### src/rtl/unit_cmd_tx_if.sv
// Command and fibre-line signals between the valve-control logic and one unit_cmd_tx.
// The master side drives commands; the transmitter takes the slave side.
interface unit_cmd_tx_if;
  logic       tx_en;
  logic       start_stop;
  logic [1:0] igbt_control;
  logic       byp_con;
  logic       reset_unit;
  logic       comm_t;
  logic       frame_start;
  logic       busy;
  logic [3:0] seq;

  modport master (
    output tx_en, start_stop, igbt_control, byp_con, reset_unit,
    input  comm_t, frame_start, busy, seq
  );

  modport slave (
    input  tx_en, start_stop, igbt_control, byp_con, reset_unit,
    output comm_t, frame_start, busy, seq
  );
endinterface

### src/rtl/unit_cmd_tx.sv
// Fibre command transmitter for one power-unit COMM_R input: keep-alive and change-triggered frames.
// Define CMD_TX_CRC8_EN for a CRC-8 check byte; otherwise a single even-parity bit is sent.
//
// state  | meaning
// S_IDLE | line high, waiting for a period or command-change trigger while tx_en=1
// S_SEND | shifting start bit, D[15:0], check field and stop bit, BIT_DIV cycles each
// S_GAP  | line held high for GAP_BITS bit times before the next launch is allowed
module unit_cmd_tx #(
  parameter int BIT_DIV      = 20,
  parameter int FRAME_PERIOD = 4000,
  parameter int GAP_BITS     = 2
) (
  input  logic         clk,
  input  logic         rst_n,
  unit_cmd_tx_if.slave cmd
);

`ifdef CMD_TX_CRC8_EN
  localparam int CHK_BITS = 8;
`else
  localparam int CHK_BITS = 1;
`endif
  localparam int FRAME_BITS = 18 + CHK_BITS;
  localparam int GAP_CYC    = GAP_BITS * BIT_DIV;
  localparam int TMR_MAX    = (GAP_CYC > BIT_DIV) ? GAP_CYC : BIT_DIV;
  localparam int TMR_W      = $clog2(TMR_MAX);
  localparam int PER_W      = $clog2(FRAME_PERIOD);
  localparam int IDX_W      = $clog2(FRAME_BITS);

  typedef enum logic [1:0] {S_IDLE, S_SEND, S_GAP} state_t;

  state_t                state_q, state_d;
  logic [TMR_W-1:0]      tmr_q;
  logic [IDX_W-1:0]      bit_idx_q;
  logic [FRAME_BITS-1:0] frame_q;
  logic [PER_W-1:0]      per_q;
  logic [3:0]            seq_q;
  logic                  rst_lat_q;
  logic [3:0]            snap_q;

  logic [3:0]  live;
  logic [15:0] data_word;
  logic        per_done, tmr_done, last_bit, trigger, launch;
  logic        comm_t_c, frame_start_c, busy_c;

`ifdef CMD_TX_CRC8_EN
  function automatic logic [7:0] chk_field(input logic [15:0] d);
    logic [7:0] crc;
    crc = 8'h00;
    for (int i = 15; i >= 0; i--) begin
      crc = (crc[7] ^ d[i]) ? ({crc[6:0], 1'b0} ^ 8'h07) : {crc[6:0], 1'b0};
    end
    return crc;
  endfunction
`else
  function automatic logic [0:0] chk_field(input logic [15:0] d);
    return ^d;
  endfunction
`endif

  assign live      = {cmd.start_stop, cmd.igbt_control, cmd.byp_con};
  assign data_word = {4'b1010, seq_q, live, rst_lat_q, 3'b000};
  assign per_done  = (per_q == '0);
  assign tmr_done  = (tmr_q == '0);
  assign last_bit  = (bit_idx_q == '0);
  // reset_unit is deliberately not part of the change compare
  assign trigger   = cmd.tx_en && (per_done || (live != snap_q));
  assign launch    = (state_q == S_IDLE) && trigger;

  always_ff @(posedge clk) begin
    if (!rst_n) state_q <= S_IDLE;
    else        state_q <= state_d;
  end

  always_comb begin
    state_d = state_q;
    case (state_q)
      S_IDLE:  if (trigger) state_d = S_SEND;
      S_SEND:  if (tmr_done && last_bit) state_d = S_GAP;
      S_GAP:   if (tmr_done) state_d = S_IDLE;
      default: state_d = S_IDLE;
    endcase
  end

  always_comb begin
    comm_t_c      = 1'b1;
    frame_start_c = 1'b0;
    busy_c        = 1'b0;
    case (state_q)
      S_SEND: begin
        comm_t_c      = frame_q[FRAME_BITS-1];
        busy_c        = 1'b1;
        frame_start_c = (bit_idx_q == IDX_W'(FRAME_BITS - 1)) && (tmr_q == TMR_W'(BIT_DIV - 1));
      end
      S_GAP:   busy_c = 1'b1;
      default: ;
    endcase
  end

  assign cmd.comm_t      = comm_t_c;
  assign cmd.frame_start = frame_start_c;
  assign cmd.busy        = busy_c;
  assign cmd.seq         = seq_q;

  always_ff @(posedge clk) begin
    if (!rst_n) begin
      tmr_q     <= '0;
      bit_idx_q <= '0;
      frame_q   <= '1;
      per_q     <= '0;
      seq_q     <= '0;
      rst_lat_q <= 1'b0;
      snap_q    <= '0;
    end else begin
      // an expired period stays at zero until the next launch consumes it
      if (launch)         per_q <= PER_W'(FRAME_PERIOD - 1);
      else if (!per_done) per_q <= per_q - PER_W'(1);

      // a pulse on the launch cycle wins, so it rides in the following frame
      if (cmd.reset_unit) rst_lat_q <= 1'b1;
      else if (launch)    rst_lat_q <= 1'b0;

      case (state_q)
        S_IDLE: begin
          if (launch) begin
            frame_q   <= {1'b0, data_word, chk_field(data_word), 1'b1};
            snap_q    <= live;
            tmr_q     <= TMR_W'(BIT_DIV - 1);
            bit_idx_q <= IDX_W'(FRAME_BITS - 1);
          end
        end
        S_SEND: begin
          if (!tmr_done) begin
            tmr_q <= tmr_q - TMR_W'(1);
          end else if (last_bit) begin
            tmr_q <= TMR_W'(GAP_CYC - 1);
            seq_q <= seq_q + 4'd1;
          end else begin
            frame_q   <= {frame_q[FRAME_BITS-2:0], 1'b1};
            bit_idx_q <= bit_idx_q - IDX_W'(1);
            tmr_q     <= TMR_W'(BIT_DIV - 1);
          end
        end
        S_GAP: begin
          if (!tmr_done) tmr_q <= tmr_q - TMR_W'(1);
        end
        default: ;
      endcase
    end
  end

endmodule

### src/flat_wrapper.sv
// flat-port wrapper written by rule: the top's interface ports become plain ports
module unit_cmd_tx_flat 
#(
  parameter int BIT_DIV      = 20,
  parameter int FRAME_PERIOD = 4000,
  parameter int GAP_BITS     = 2
)
  (clk, rst_n, cmd_tx_en, cmd_start_stop, cmd_igbt_control, cmd_byp_con, cmd_reset_unit, cmd_comm_t, cmd_frame_start, cmd_busy, cmd_seq);
  unit_cmd_tx_if cmd_i ();
  input  logic clk;
  input  logic rst_n;
  input wire logic [$bits(cmd_i.tx_en)-1:0] cmd_tx_en;
  input wire logic [$bits(cmd_i.start_stop)-1:0] cmd_start_stop;
  input wire logic [$bits(cmd_i.igbt_control)-1:0] cmd_igbt_control;
  input wire logic [$bits(cmd_i.byp_con)-1:0] cmd_byp_con;
  input wire logic [$bits(cmd_i.reset_unit)-1:0] cmd_reset_unit;
  output wire logic [$bits(cmd_i.comm_t)-1:0] cmd_comm_t;
  output wire logic [$bits(cmd_i.frame_start)-1:0] cmd_frame_start;
  output wire logic [$bits(cmd_i.busy)-1:0] cmd_busy;
  output wire logic [$bits(cmd_i.seq)-1:0] cmd_seq;
  assign cmd_i.tx_en = cmd_tx_en;
  assign cmd_i.start_stop = cmd_start_stop;
  assign cmd_i.igbt_control = cmd_igbt_control;
  assign cmd_i.byp_con = cmd_byp_con;
  assign cmd_i.reset_unit = cmd_reset_unit;
  assign cmd_comm_t = cmd_i.comm_t;
  assign cmd_frame_start = cmd_i.frame_start;
  assign cmd_busy = cmd_i.busy;
  assign cmd_seq = cmd_i.seq;
  unit_cmd_tx #(.BIT_DIV(BIT_DIV), .FRAME_PERIOD(FRAME_PERIOD), .GAP_BITS(GAP_BITS)) u_core (.clk(clk), .rst_n(rst_n), .cmd(cmd_i));
endmodule
### config.mk
export PLATFORM = sky130hd
export DESIGN_NAME = unit_cmd_tx_flat
export DESIGN_NICKNAME = d
export VERILOG_FILES = /design/src/rtl/unit_cmd_tx_if.sv /design/src/rtl/unit_cmd_tx.sv /design/src/flat_wrapper.sv
export SDC_FILE = /design/constraint.sdc
export NUM_CORES = 1
export LEC_CHECK = 0
export ABC_AREA = 1
export BUFFER_PORTS_ARGS = -buffer_cell sky130_fd_sc_hd__buf_4
export CELL_PAD_IN_SITES_DETAIL_PLACEMENT = 1
export CELL_PAD_IN_SITES_GLOBAL_PLACEMENT = 2
export CORE_ASPECT_RATIO = 1.4
export CORE_MARGIN = 2
export CORE_UTILIZATION = 33
export CTS_BUF_LIST = sky130_fd_sc_hd__clkbuf_8
export CTS_CLUSTER_DIAMETER = 100
export DETAILED_ROUTE_END_ITERATION = 10
export PLACE_DENSITY = 0.78
export SYNTH_ARGS = -nofsm -noshare
export SYNTH_HDL_FRONTEND = slang
export SYNTH_SLANG_ARGS = --single-unit
export TNS_END_PERCENT = 30
### constraint.sdc
create_clock -name clk -period 1.8 [get_ports clk]
set_clock_uncertainty 0.15 [all_clocks]
set_input_delay 0.18 -clock clk [delete_from_list [all_inputs] [get_ports clk]]
set_output_delay 0.18 -clock clk [all_outputs]
set_load 0.01 [all_outputs]
==> parameters.txt, run 1 <==
Parameter                              Value

Run status
  Status ... completed

Final layout
  Number of diodes added for antenna fixing ... 0
  Proportion of layout cells with a drive suffix above 1 ... 26.2%
  Most frequent cells in the layout ... 105 x sky130_fd_sc_hd__nand2_1, 52 x sky130_fd_sc_hd__nand3_1, 51 x sky130_fd_sc_hd__buf_4
  Filler Cell Count ... 1114
  Reg area ... 1050 um^2
  Area of the multi-input gates ... 1810 um^2
  P&R area growth vs syn ... 28.0%
  Final layout net count ... 498
  Most common cell after layout, fill and taps aside ... sky130_fd_sc_hd__nand2_1
  Final core occ ... 43.7%

Yosys
  Main combinational cell family by area after synthesis ... simple AND/OR/NAND/NOR gates
  Sequential area share after synthesis ... 35.2%
  Synth unique cells ... 29
  Synth Area in Simple Gates ... 34.9%
  Adder-cell share of the synthesized area ... 5.93%
  Yosys Warn Count ... 0
  Synth Register Bits ... 52
  Post-Synth XOR/XNOR Area ... 3.26%
  Compound-cell area share of the yosys netlist ... 11.6%
  Mux cell area share after synthesis ... 0%
  Average instance area after synthesis ... 6.98 um^2
  Netlist area before placement ... 2950 um^2
  Post-synthesis cell count ... 423
  Net Count, Synth ... 445

GRT
  Global-route congestion overflow total ... 0
  Wire length of the first global-routing pass ... 13900 um
  Maximum number of pins on one net before global-route repair ... 30
  Number of global-route vias before repair ... 2983
  Antenna violations before repair ... 0
  All-layer global routing usage ... 17.4%

Timing
  Crit share post-route ... 96.4%
  Pin slew with the least headroom to its limit ... 0.420 ns
  Least setup slack across all paths after layout ... 0.0642 ns
  Post-layout min period ... 1.74 ns
  Final slew viol count ... 0
  Normalized max-slew margin ... 71.8%
  Unrepaired setup endpoints after global routing ... true
  Fmax ... 576 MHz
  Final-report setup violation count ... 0
  Final hold vios ... 0

Die
  Die height ... 116 um
  Site row count ... 40
  Die outline area ... 9740 um^2
  Area of the core ... 8660 um^2
  IO Count ... 15
  Starting Density ... 34.1%
  Die Span X ... 84.0 um

Clock network
  Post-CTS clock slew at the launch and capture registers of the worst setup and hold paths ... 0.11 ns
  Worst-skew pair later-pin latency ... 0.32 ns
  TritonCTS clock tree ... built
  Inserted Clock Buffers ... 5
  Clock sink count ... 52
  Cell at the root of the clock tree ... sky130_fd_sc_hd__clkbuf_8
  Maximum level of the CTS H-tree ... 2
  Buffer levels on the longest clock path ... 2

Place
  Port bufs ... 14
  Placer congestion estimate ... 0.801
  Worst-case setup slack after placement ... -0.0489 ns
  Dpl hpwl ... 5860 um

Routing
  DRT Pass-1 Iters ... 4
  Average detailed-routed wire length per instance ... 14.7 um
  Post-detailed-route DRC marker count ... 0
  Drt total wl ... 8580 um
  Vias after detailed routing ... 2953
  Post-route antenna net violation count ... 0
  Violation count after the first detailed-route iteration ... 78
  Post-DR vias/cell ... 5.07

Worst setup path
  Path type of the worst setup path ... register to register
  Required time of the worst setup path ... 1.90 ns
  Worst path arrival time ... 1.84 ns
  Critical Path Source Type ... register
  Element type at the critical path end ... register
  Worst-path fanout max ... 19
  Logic depth of the worst register-to-register path ... 11

Pwr
  Power Dens Cells ... 1800 nW/um^2
  Pint ... 3.68 mW
  Part of the total power dissipated in combinational logic ... 62.7%
  Leakage power summed over all cells ... 1.70 nW
  Clock group share of total power ... 10.7%
  Sequential group share of total power ... 26.7%
  Final Total Pwr ... 6.82 mW
  Net switching component of the power ... 3.14 mW
  Switching portion of total power ... 46.0%
  Maximum vdd ir drop ... 0.000872 V

Min path
  Hold path depth ... 3
  Type of the worst min-delay path ... primary input to register

Run
  Max cap viols ... 0
-- critical path, stage by stage, from the launching register on --
cell and delay, ns:
sky130_fd_sc_hd__dfxtp_2 0.33, sky130_fd_sc_hd__inv_1 0.08, sky130_fd_sc_hd__ha_2 0.19, sky130_fd_sc_hd__nand2_2 0.07, sky130_fd_sc_hd__nor2_4 0.09, sky130_fd_sc_hd__nand2_4 0.09
sky130_fd_sc_hd__nand3_4 0.09, sky130_fd_sc_hd__nand2_4 0.07, sky130_fd_sc_hd__nand2_8 0.12, sky130_fd_sc_hd__buf_12 0.16, sky130_fd_sc_hd__nand3_1 0.08, sky130_fd_sc_hd__a21oi_1 0.15
-- registers in the layout, summed over array words and instances (netlist names) --
register          flops
u_core.rst_lat_q      1
u_core.state_q        2
u_core.snap_q         4
u_core.cmd.seq        4
u_core.tmr_q          6
u_core.per_q         12
u_core.frame_q       18
u_core.bit_idx_q      5
-- power by group through the flow --
stage	combinational [mW]	clock, mW	sequential [mW]
global placement	3.46	0	1.79
finish	4.27	0.726	1.82
global route	4.79	0.799	1.87
floorplan	2.52	0	1.80
detailed placement	3.54	0	1.81
CTS	3.72	0.765	1.79
-- per-layer routing --
| layer | GRT usage [%] | share of wire [%] |
|---|---|---|
| met5 | 0 | 0 |
| met4 | 5.59 | 2.0 |
| met3 | 3.21 | 2.1 |
| met2 | 32.1 | 53 |
| met1 | 20.5 | 43 |
-- cell type report --
class | instances | share of cell area (%)
multi-input combinational | 314 | 47.7
clock inverter | 3 | 0.595
inverter | 41 | 4.07
timing repair buffer | 62 | 14.5
clock buffer | 5 | 1.82
sequential | 52 | 27.8
tap | 105 | 3.47
-- final timing paths --
check                             end               start  slack, ns
setup / recovery  u_core.bit_idx_q[0]     u_core.per_q[0]       0.06
hold / removal       u_core.snap_q[3]      cmd_start_stop       0.01
setup reg to reg  u_core.bit_idx_q[0]     u_core.per_q[0]       0.06
hold reg to reg    u_core.frame_q[14]  u_core.frame_q[13]       0.31
-- Yosys cell counts (all sizes together) --
master    n  area share [%]
ha       14             5.9
nor4      1            0.21
clkbuf    7            0.89
inv      41             5.2
nor3      6             1.0
a31oi     2            0.42
buf      10             3.0
o211ai    4             1.0
dfxtp    52              35
nand3    57              10
a21oi    32             5.5
xor2      6             1.8
or2       2            0.42
a21o      1            0.25
nor2     33             5.2
o21a      1            0.25
nand2   115              16
xnor2     5             1.5
nand4    10             2.1
o21ai    24             4.1
-- per-stage QoR --
step	setup TNS [ns]	hold slack, ns	area (um^2)	std cells
floorplan	0	0.139	2960	423
global placement	-0.0266	0.233	3340	558
global route	-0.0929	0.0380	3780	582
CTS	-0.0673	0.00642	3520	569
detailed placement	-0.336	0.250	3340	558
finish	0	0.0143	3780	582
-- cell families after synthesis --
| family | Yosys count |
|---|---|
| fa+ha+maj | 14 |
| simple gates | 224 |
| buf+inv | 58 |
| flops | 52 |
| xor+xnor | 11 |
| compound gates | 64 |
-- repair_timing --
item,in CTS,in global routing
hold buffers,1,0
resized for setup,17,43
setup endpoints to repair,23,43
pin swaps,0,13
setup buffers,2,10
gates cloned,0,3
hold endpoints to repair,1,0
No activity file was read; power rests on OpenSTA's default activity.
==> run 2, diff against run 1 <==
- ABC_AREA: 1 -> not set
- CORE_UTILIZATION: 33 -> 35
- PLACE_DENSITY: 0.78 -> 0.77
==> run 2 against run 1 <==
The flow now finishes with violations (setup timing). Critical path type unchanged. Cell count is 12% lower. Highest routed layer unchanged. Global-route usage increased by 2.4 points. Core utilization increased by 7.6 points. Largest power group unchanged. Maximum frequency decreased by 29%. Via count fell by 9.4%.
==> parameters.txt, run 2 <==
Parameter                              Value

Run status
  Status ... finished with violations (was completed)
  Violated checks ... setup timing

Worst setup path
  Required time of the worst setup path ... 1.87 ns (was 1.90 ns)
  Critical path's slowest cell ... sky130_fd_sc_hd__or4b_4 (was sky130_fd_sc_hd__dfxtp_2)
  Largest delay share family, worst path ... compound AO/OA/AOI/OAI gates (was simple AND/OR/NAND/NOR gates)
  FF-to-FF Start ... u_core.per_q[0] (unchanged)
  Worst-path fanout max ... 5 (was 19)
  Element type at the critical path end ... register (unchanged)
  Buffers plus inverters on the worst setup path ... 2 (unchanged)
  CP Launch Point ... u_core.per_q[0] (unchanged)
  Worst path arrival time ... 2.53 ns (was 1.84 ns)
  Maximum cell stage delay along the critical path ... 0.46 ns (was 0.33 ns)
  Critical Path Source Type ... register (unchanged)
  Path type of the worst setup path ... register to register (unchanged)
  Cells along the critical path ... inv_2 -> ha_4 -> or4b_4 -> o41a_1 -> buf_4 -> a211o_4 -> a31oi_1 -> o22ai_1 (was inv_1 -> ha_2 -> nand2_2 -> nor2_4 -> nand2_4 -> nand3_4 -> nand2_4 -> nand2_8 -> buf_12 -> nand3_1 -> a21oi_1)

Final layout
  P&R area growth vs syn ... 44.2% (was 28.0%)
  Filler Cell Count ... 904 (was 1114)
  Most common cell after layout, fill and taps aside ... sky130_fd_sc_hd__buf_4 (was sky130_fd_sc_hd__nand2_1)
  Proportion of layout cells with a drive suffix above 1 ... 39.4% (was 26.2%)
  Final layout net count ... 432 (was 498)
  Number of diodes added for antenna fixing ... 0 (unchanged)
  Regs by FF count ... u_core.frame_q x18, u_core.per_q x12, u_core.tmr_q x6 (unchanged)
  Area of the multi-input gates ... 1800 um^2 (was 1810 um^2)
  Reg area ... 1050 um^2 (about the same)
  Final instance area ... 3930 um^2 (was 3780 um^2)
  Final core occ ... 51.3% (was 43.7%)
  Most flop-heavy register ... u_core.frame_q (unchanged)
  Most frequent cells in the layout ... 92 x sky130_fd_sc_hd__buf_4, 47 x sky130_fd_sc_hd__dfxtp_1, 28 x sky130_fd_sc_hd__nand2_1 (was 105 x sky130_fd_sc_hd__nand2_1, 52 x sky130_fd_sc_hd__nand3_1, 51 x sky130_fd_sc_hd__buf_4)
  Number of flip-flops under the largest register name ... 18 (unchanged)
  Layout Cells excl Fill ... 511 (was 582)

Min path
  Type of the worst min-delay path ... primary input to register (unchanged)
  Worst Min Path Start ... rst_n (was cmd_start_stop)

Timing
  Final hold vios ... 0 (unchanged)
  Pin slew with the least headroom to its limit ... 0.424 ns (was 0.420 ns)
  Post-layout min period ... 2.46 ns (was 1.74 ns)
  Unrepaired setup endpoints after global routing ... true (unchanged)
  Final-report setup violation count ... 52 (was 0)
  Least setup slack across all paths after layout ... -0.662 ns (was 0.0642 ns)
  Final slew viol count ... 0 (unchanged)
  Fmax ... 406 MHz (was 576 MHz)
  Total negative setup slack ... -24.16 ns (was 0 ns)
  Crit share post-route ... 137% (was 96.4%)
  Normalized max-slew margin ... 71.3% (was 71.8%)

Yosys
  EDFF count, synth ... 0 (unchanged)
  Post-Synth XOR/XNOR Area ... 8.04% (was 3.26%)
  Mux cell area share after synthesis ... 5.15% (was 0%)
  Synth Area in Simple Gates ... 19.8% (was 34.9%)
  Ranking of synthesized cells by instance count ... 52 x sky130_fd_sc_hd__dfxtp_1, 31 x sky130_fd_sc_hd__nand2_1, 23 x sky130_fd_sc_hd__a21oi_1 (was 109 x sky130_fd_sc_hd__nand2_1, 53 x sky130_fd_sc_hd__nand3_1, 52 x sky130_fd_sc_hd__dfxtp_1)
  Post-synth top flop ... sky130_fd_sc_hd__dfxtp_1 (unchanged)
  Sequential area share after synthesis ... 38.2% (was 35.2%)
  Compound-cell area share of the yosys netlist ... 17.9% (was 11.6%)
  Synth unique cells ... 52 (was 29)
  Post-synth top area cell ... sky130_fd_sc_hd__dfxtp_1 (unchanged)
  Main combinational cell family by area after synthesis ... simple AND/OR/NAND/NOR gates (unchanged)
  Adder-cell share of the synthesized area ... 6.43% (was 5.93%)
  Synth Register Bits ... 52 (unchanged)
  Netlist area before placement ... 2720 um^2 (was 2950 um^2)
  Yosys Warn Count ... 0 (unchanged)
  Most common cell in the netlist ... sky130_fd_sc_hd__dfxtp_1 (was sky130_fd_sc_hd__nand2_1)
  Average instance area after synthesis ... 8.62 um^2 (was 6.98 um^2)
  Async SR Flop Fraction ... 0% (unchanged)
  Post-synthesis cell count ... 316 (was 423)
  Top cell type's share of synthesized area ... 38.2% (was 35.2%)
  Net Count, Synth ... 338 (was 445)
  Synth top area cells ... sky130_fd_sc_hd__dfxtp_1 38%, sky130_fd_sc_hd__ha_1 6.4%, sky130_fd_sc_hd__mux2i_1 5.1% (was sky130_fd_sc_hd__dfxtp_1 35%, sky130_fd_sc_hd__nand2_1 14%, sky130_fd_sc_hd__nand3_1 9.0%)

GRT
  Maximum number of pins on one net before global-route repair ... 29 (was 30)
  Number of global-route vias before repair ... 2838 (was 2983)
  Global-route congestion overflow total ... 0 (unchanged)
  All-layer global routing usage ... 19.9% (was 17.4%)
  Antenna violations before repair ... 0 (unchanged)
  Wire length of the first global-routing pass ... 13300 um (was 13900 um)

Routing
  Violation count after the first detailed-route iteration ... 101 (was 78)
  Average detailed-routed wire length per instance ... 15.8 um (was 14.7 um)
  Drt total wl ... 8060 um (was 8580 um)
  Post-route antenna net violation count ... 0 (unchanged)
  Vias after detailed routing ... 2676 (was 2953)
  Post-detailed-route DRC marker count ... 0 (unchanged)
  Post-DR vias/cell ... 5.24 (was 5.07)
  DRT Pass-1 Iters ... 4 (unchanged)

Die
  Starting Density ... 35.6% (was 34.1%)
  Site row count ... 38 (was 40)
  IO Count ... 15 (unchanged)
  Die height ... 108 um (was 116 um)
  Area of the core ... 7650 um^2 (was 8660 um^2)
  Die outline area ... 8510 um^2 (was 9740 um^2)
  Die Span X ... 78.5 um (was 84.0 um)

Run
  Max cap viols ... 0 (unchanged)

Clock network
  Clock sink count ... 52 (unchanged)
  Worst-skew pair later-pin latency ... 0.32 ns (about the same)
  TritonCTS clock tree ... built (unchanged)
  Maximum level of the CTS H-tree ... 2 (unchanged)
  Post-CTS clock slew at the launch and capture registers of the worst setup and hold paths ... 0.10 ns (was 0.11 ns)
  Cell at the root of the clock tree ... sky130_fd_sc_hd__clkbuf_8 (unchanged)
  Buffer levels on the longest clock path ... 2 (unchanged)
  Inserted Clock Buffers ... 5 (unchanged)

Place
  Worst-case setup slack after placement ... -0.712 ns (was -0.0489 ns)
  Dpl hpwl ... 5660 um (was 5860 um)
  Post-detailed-placement cell area ... 3470 um^2 (was 3340 um^2)
  Number of placed cells counting well taps ... 490 (was 558)
  Placer congestion estimate ... 0.784 (was 0.801)
  Port bufs ... 14 (unchanged)

Pwr
  Leakage power summed over all cells ... 1.64 nW (was 1.70 nW)
  Maximum vdd ir drop ... 0.00106 V (was 0.000872 V)
  Power Dens Cells ... 1710 nW/um^2 (was 1800 nW/um^2)
==> run 2: cell types whose count changed after synthesis, sizes merged, moves of 6 or more <==
cell / previous run / this run
xnor2: 5 / 14
inv: 41 / 14
a21oi: 32 / 25
nor2: 33 / 20
o211ai: 4 / 11
o21ai: 24 / 12
mux2i: 0 / 14
nand3: 57 / 18
nor3: 6 / 12
nand2: 115 / 31
==> run 2: worst register-to-register path, stage by stage, from the launching register on <==
cell	delay (ns)
sky130_fd_sc_hd__dfxtp_2	0.33
sky130_fd_sc_hd__inv_2	0.07
sky130_fd_sc_hd__ha_4	0.13
sky130_fd_sc_hd__or4b_4	0.46
sky130_fd_sc_hd__o41a_1	0.45
sky130_fd_sc_hd__buf_4	0.19
sky130_fd_sc_hd__a211o_4	0.36
sky130_fd_sc_hd__a31oi_1	0.15
sky130_fd_sc_hd__o22ai_1	0.08
==> run 2: per-stage QoR <==
stage               hold slack, ns  total power [mW]
finish                      0.0310              6.70
global route                0.0388              7.23
CTS                         0.0188              6.56
detailed placement           0.271              5.19
global placement             0.239              5.06
floorplan                    0.147              3.81
==> run 2: where the power goes <==
part | switching [mW] | internal, mW | total [mW]
sequential | 0.204 | 1.52 | 1.73
combinational | 2.14 | 2.09 | 4.23
clock | 0.431 | 0.316 | 0.747
total | 2.78 | 3.93 | 6.70
==> run 2: layer usage <==
metal | routed length [um] | GRT usage, % | part of all wire, %
met2 | 4430 | 38.0 | 55
met3 | 215 | 3.26 | 2.7
met5 | 0 | 0 | 0
met4 | 168 | 7.52 | 2.1
met1 | 3250 | 21.6 | 40
==> run 2: cell families (layout without fill, tap and decap cells) <==
logic type	Yosys count	after routing
AND/OR/NAND/NOR	108	108
buffers and inverters	29	123
adder cells (fa/ha/maj)	14	14
multiplexers	14	14
flip-flops	52	52
XOR/XNOR	25	25
AO/OA/AOI/OAI	74	75
==> run 2: timing repair <==
item                                   CTS  global route
hold buffers                             1             0
pin swaps                               10             6
endpoints found under the hold margin    1             0
setup endpoints to repair               54            55
gates resized for setup                 48            18
buffers inserted                        10             1
cloned                                   2             0
==> run 2: path summary, 6_finish.rpt <==
path,endpoint,slack [ns],cells after the start
setup / recovery,u_core.tmr_q[3],-0.66,8
hold / removal,u_core.frame_q[1],0.03,2
setup reg to reg,u_core.tmr_q[3],-0.66,8
hold reg to reg,u_core.frame_q[4],0.33,2
==> run 2: cell type report <==
class,count,share of cell area (%)
Clock inverter,2,0.351
Inverter,14,1.34
Multi-Input combinational cell,236,45.9
Clock buffer,6,2.10
Timing Repair Buffer,101,20.4
Tap cell,100,3.19
Sequential cell,52,26.7
==> run 3, diff against run 2 <==
- CAP_MARGIN: not set -> 10
- CORE_UTILIZATION: 35 -> 39
- PLACE_DENSITY: 0.77 -> 0.82
- clock period: 1.8 -> 2.4 ns (I/O delays scaled with it)
==> run 3 against run 2 <==
The flow still finishes with violations (setup timing). Via count fell by 8.4%. Register-to-register slack improved by 0.56 ns. First-iteration DRC count fell by 25%. Combinational power fell by 45%. Die area fell by 9.8%. Maximum frequency fell by 1.6%. Cell area fell by 15%. Critical path depth fell by 1. Total power fell by 37%. Largest power group unchanged. Highest routed layer unchanged.
==> parameters.txt, run 3 (synthesis results as in run 2) <==
Parameter                              Value

Clock network
  Worst-skew pair later-pin latency ... 0.31 ns (was 0.32 ns)
  Clock sink count ... 52 (unchanged)
  Buffer levels on the longest clock path ... 2 (unchanged)
  Cell at the root of the clock tree ... sky130_fd_sc_hd__clkbuf_8 (unchanged)
  TritonCTS clock tree ... built (unchanged)
  Post-CTS clock slew at the launch and capture registers of the worst setup and hold paths ... 0.10 ns (about the same)
  Inserted Clock Buffers ... 5 (unchanged)
  Maximum level of the CTS H-tree ... 2 (unchanged)

GRT
  Antenna violations before repair ... 0 (unchanged)
  Wire length of the first global-routing pass ... 11600 um (was 13300 um)
  Number of global-route vias before repair ... 2492 (was 2838)
  All-layer global routing usage ... 19.2% (was 19.9%)
  Global-route congestion overflow total ... 0 (unchanged)
  Maximum number of pins on one net before global-route repair ... 24 (was 29)

Die
  Die outline area ... 7670 um^2 (was 8510 um^2)
  Area of the core ... 6850 um^2 (was 7650 um^2)
  IO Count ... 15 (unchanged)
  Starting Density ... 39.8% (was 35.6%)
  Site row count ... 36 (was 38)
  Die height ... 103 um (was 108 um)
  Die Span X ... 74.6 um (was 78.5 um)

Final layout
  Proportion of layout cells with a drive suffix above 1 ... 23.5% (was 39.4%)
  Regs by FF count ... u_core.frame_q x18, u_core.per_q x12, u_core.tmr_q x6 (unchanged)
  Layout Cells excl Fill ... 457 (was 511)
  Filler Cell Count ... 860 (was 904)
  Final layout net count ... 384 (was 432)
  Number of flip-flops under the largest register name ... 18 (unchanged)
  Final instance area ... 3350 um^2 (was 3930 um^2)
  Most frequent cells in the layout ... 51 x sky130_fd_sc_hd__buf_4, 50 x sky130_fd_sc_hd__dfxtp_1, 30 x sky130_fd_sc_hd__nand2_1 (was 92 x sky130_fd_sc_hd__buf_4, 47 x sky130_fd_sc_hd__dfxtp_1, 28 x sky130_fd_sc_hd__nand2_1)
  Number of diodes added for antenna fixing ... 0 (unchanged)
  P&R area growth vs syn ... 23.1% (was 44.2%)
  Area of the multi-input gates ... 1630 um^2 (was 1800 um^2)
  Most common cell after layout, fill and taps aside ... sky130_fd_sc_hd__buf_4 (unchanged)
  Most flop-heavy register ... u_core.frame_q (unchanged)
  Final core occ ... 49.0% (was 51.3%)
  Reg area ... 1040 um^2 (was 1050 um^2)

Timing
  Unrepaired setup endpoints after global routing ... true (unchanged)
  Final-report setup violation count ... 9 (was 52)
  Crit share post-route ... 104% (was 137%)
  Final hold vios ... 0 (unchanged)
  Post-layout min period ... 2.50 ns (was 2.46 ns)
  Normalized max-slew margin ... 63.7% (was 71.3%)
  Total negative setup slack ... -0.284 ns (was -24.16 ns)
  Pin slew with the least headroom to its limit ... 0.537 ns (was 0.424 ns)
  Fmax ... 400 MHz (was 406 MHz)
  Final slew viol count ... 0 (unchanged)
  Least setup slack across all paths after layout ... -0.101 ns (was -0.662 ns)

Worst setup path
  Maximum cell stage delay along the critical path ... 0.47 ns (was 0.46 ns)
  Critical path's slowest cell ... sky130_fd_sc_hd__or4b_4 (unchanged)
  Worst path arrival time ... 2.59 ns (was 2.53 ns)
  Required time of the worst setup path ... 2.49 ns (was 1.87 ns)
  Path type of the worst setup path ... register to register (unchanged)
  Element type at the critical path end ... register (unchanged)
  Worst-path fanout max ... 7 (was 5)
  Cells along the critical path ... inv_2 -> ha_4 -> or4b_4 -> o41a_1 -> a211o_4 -> a311o_1 -> a21oi_2 (was inv_2 -> ha_4 -> or4b_4 -> o41a_1 -> buf_4 -> a211o_4 -> a31oi_1 -> o22ai_1)
  Critical Path Source Type ... register (unchanged)

Routing
  Post-DR vias/cell ... 5.36 (was 5.24)
  DRT Pass-1 Iters ... 4 (unchanged)
  Average detailed-routed wire length per instance ... 15.5 um (was 15.8 um)
  Violation count after the first detailed-route iteration ... 76 (was 101)
  Post-detailed-route DRC marker count ... 0 (unchanged)
  Drt total wl ... 7080 um (was 8060 um)
  Vias after detailed routing ... 2451 (was 2676)
  Post-route antenna net violation count ... 0 (unchanged)

Place
  Worst-case setup slack after placement ... -0.101 ns (was -0.712 ns)
  Placer congestion estimate ... 0.809 (was 0.784)
  Post-detailed-placement cell area ... 3120 um^2 (was 3470 um^2)
  Port bufs ... 14 (unchanged)
  Dpl hpwl ... 5130 um (was 5660 um)
  Number of placed cells counting well taps ... 442 (was 490)

Run status
  Status ... finished with violations (unchanged)
  Violated checks ... setup timing (unchanged)

Pwr
  Maximum vdd ir drop ... 0.000642 V (was 0.00106 V)
  Leakage power summed over all cells ... 1.35 nW (was 1.64 nW)
  Power Dens Cells ... 1250 nW/um^2 (was 1710 nW/um^2)

Min path
  Type of the worst min-delay path ... primary input to register (unchanged)

Run
  Max cap viols ... 0 (unchanged)
## run 3: cell count changes in the layout (fill, tap and decap cells not counted), sizes merged
| cell | delta |
|---|---|
| a211o | -1 |
| buf | -47 |
| inv | -1 |
## run 3: routing by layer
metal	GRT usage (%)	vias up	share of wire [%]	wire, um
li1	-	1212	-	-
met1	22.2	1218	42	2990
met2	36.7	13	55	3910
met3	2.35	8	1.1	80
met4	4.81	0	1.4	96
met5	0	-	0	0
## run 3: repair_timing
item | in CTS | in global routing
hold endpoints to repair | 1 | 0
setup endpoints to repair | 13 | 37
gates resized for setup | 10 | 14
gates cloned | 0 | 1
buffers inserted | 3 | 3
pin swaps | 3 | 5
hold buffers | 1 | 0
## run 3: power by group
| group | internal, mW | switching [mW] |
|---|---|---|
| Clock | 0.231 | 0.293 |
| Combinational | 1.06 | 1.28 |
| Sequential | 1.14 | 0.195 |
## run 3: stage by stage
stage	power [mW]	hold WS (ns)
detailed placement	3.47	0.306
finish	4.19	0.0623
floorplan	2.77	0.207
CTS	4.08	0.0655
global placement	3.42	0.295
global route	4.56	0.0716
## run 3: final timing paths
check / to / start / slack [ns] / depth (start not counted)
setup / recovery: u_core.tmr_q[2] / u_core.per_q[0] / -0.10 / 7
hold / removal: u_core.snap_q[0] / cmd_byp_con / 0.06 / 3
setup reg to reg: u_core.tmr_q[2] / u_core.per_q[0] / -0.10 / 7
hold reg to reg: u_core.frame_q[18] / u_core.frame_q[18] / 0.32 / 2
## run 3: area by class of cell
cell class,count,area share (%)
multi-input combinational,235,48.6
inverter,14,1.57
timing repair buffer,54,12.4
clock inverter,1,0.261
sequential,52,31.1
clock buffer,6,2.46
tap,95,3.55
## run 3: critical path, delay by kind of cell (launching register included)
kind                     cells  cell delay [ns]
AO/OA/AOI/OAI                4             1.26
adder cells (fa/ha/maj)      1             0.13
AND/OR/NAND/NOR              1             0.47
flip-flops                   1             0.34
buffers and inverters        1             0.08
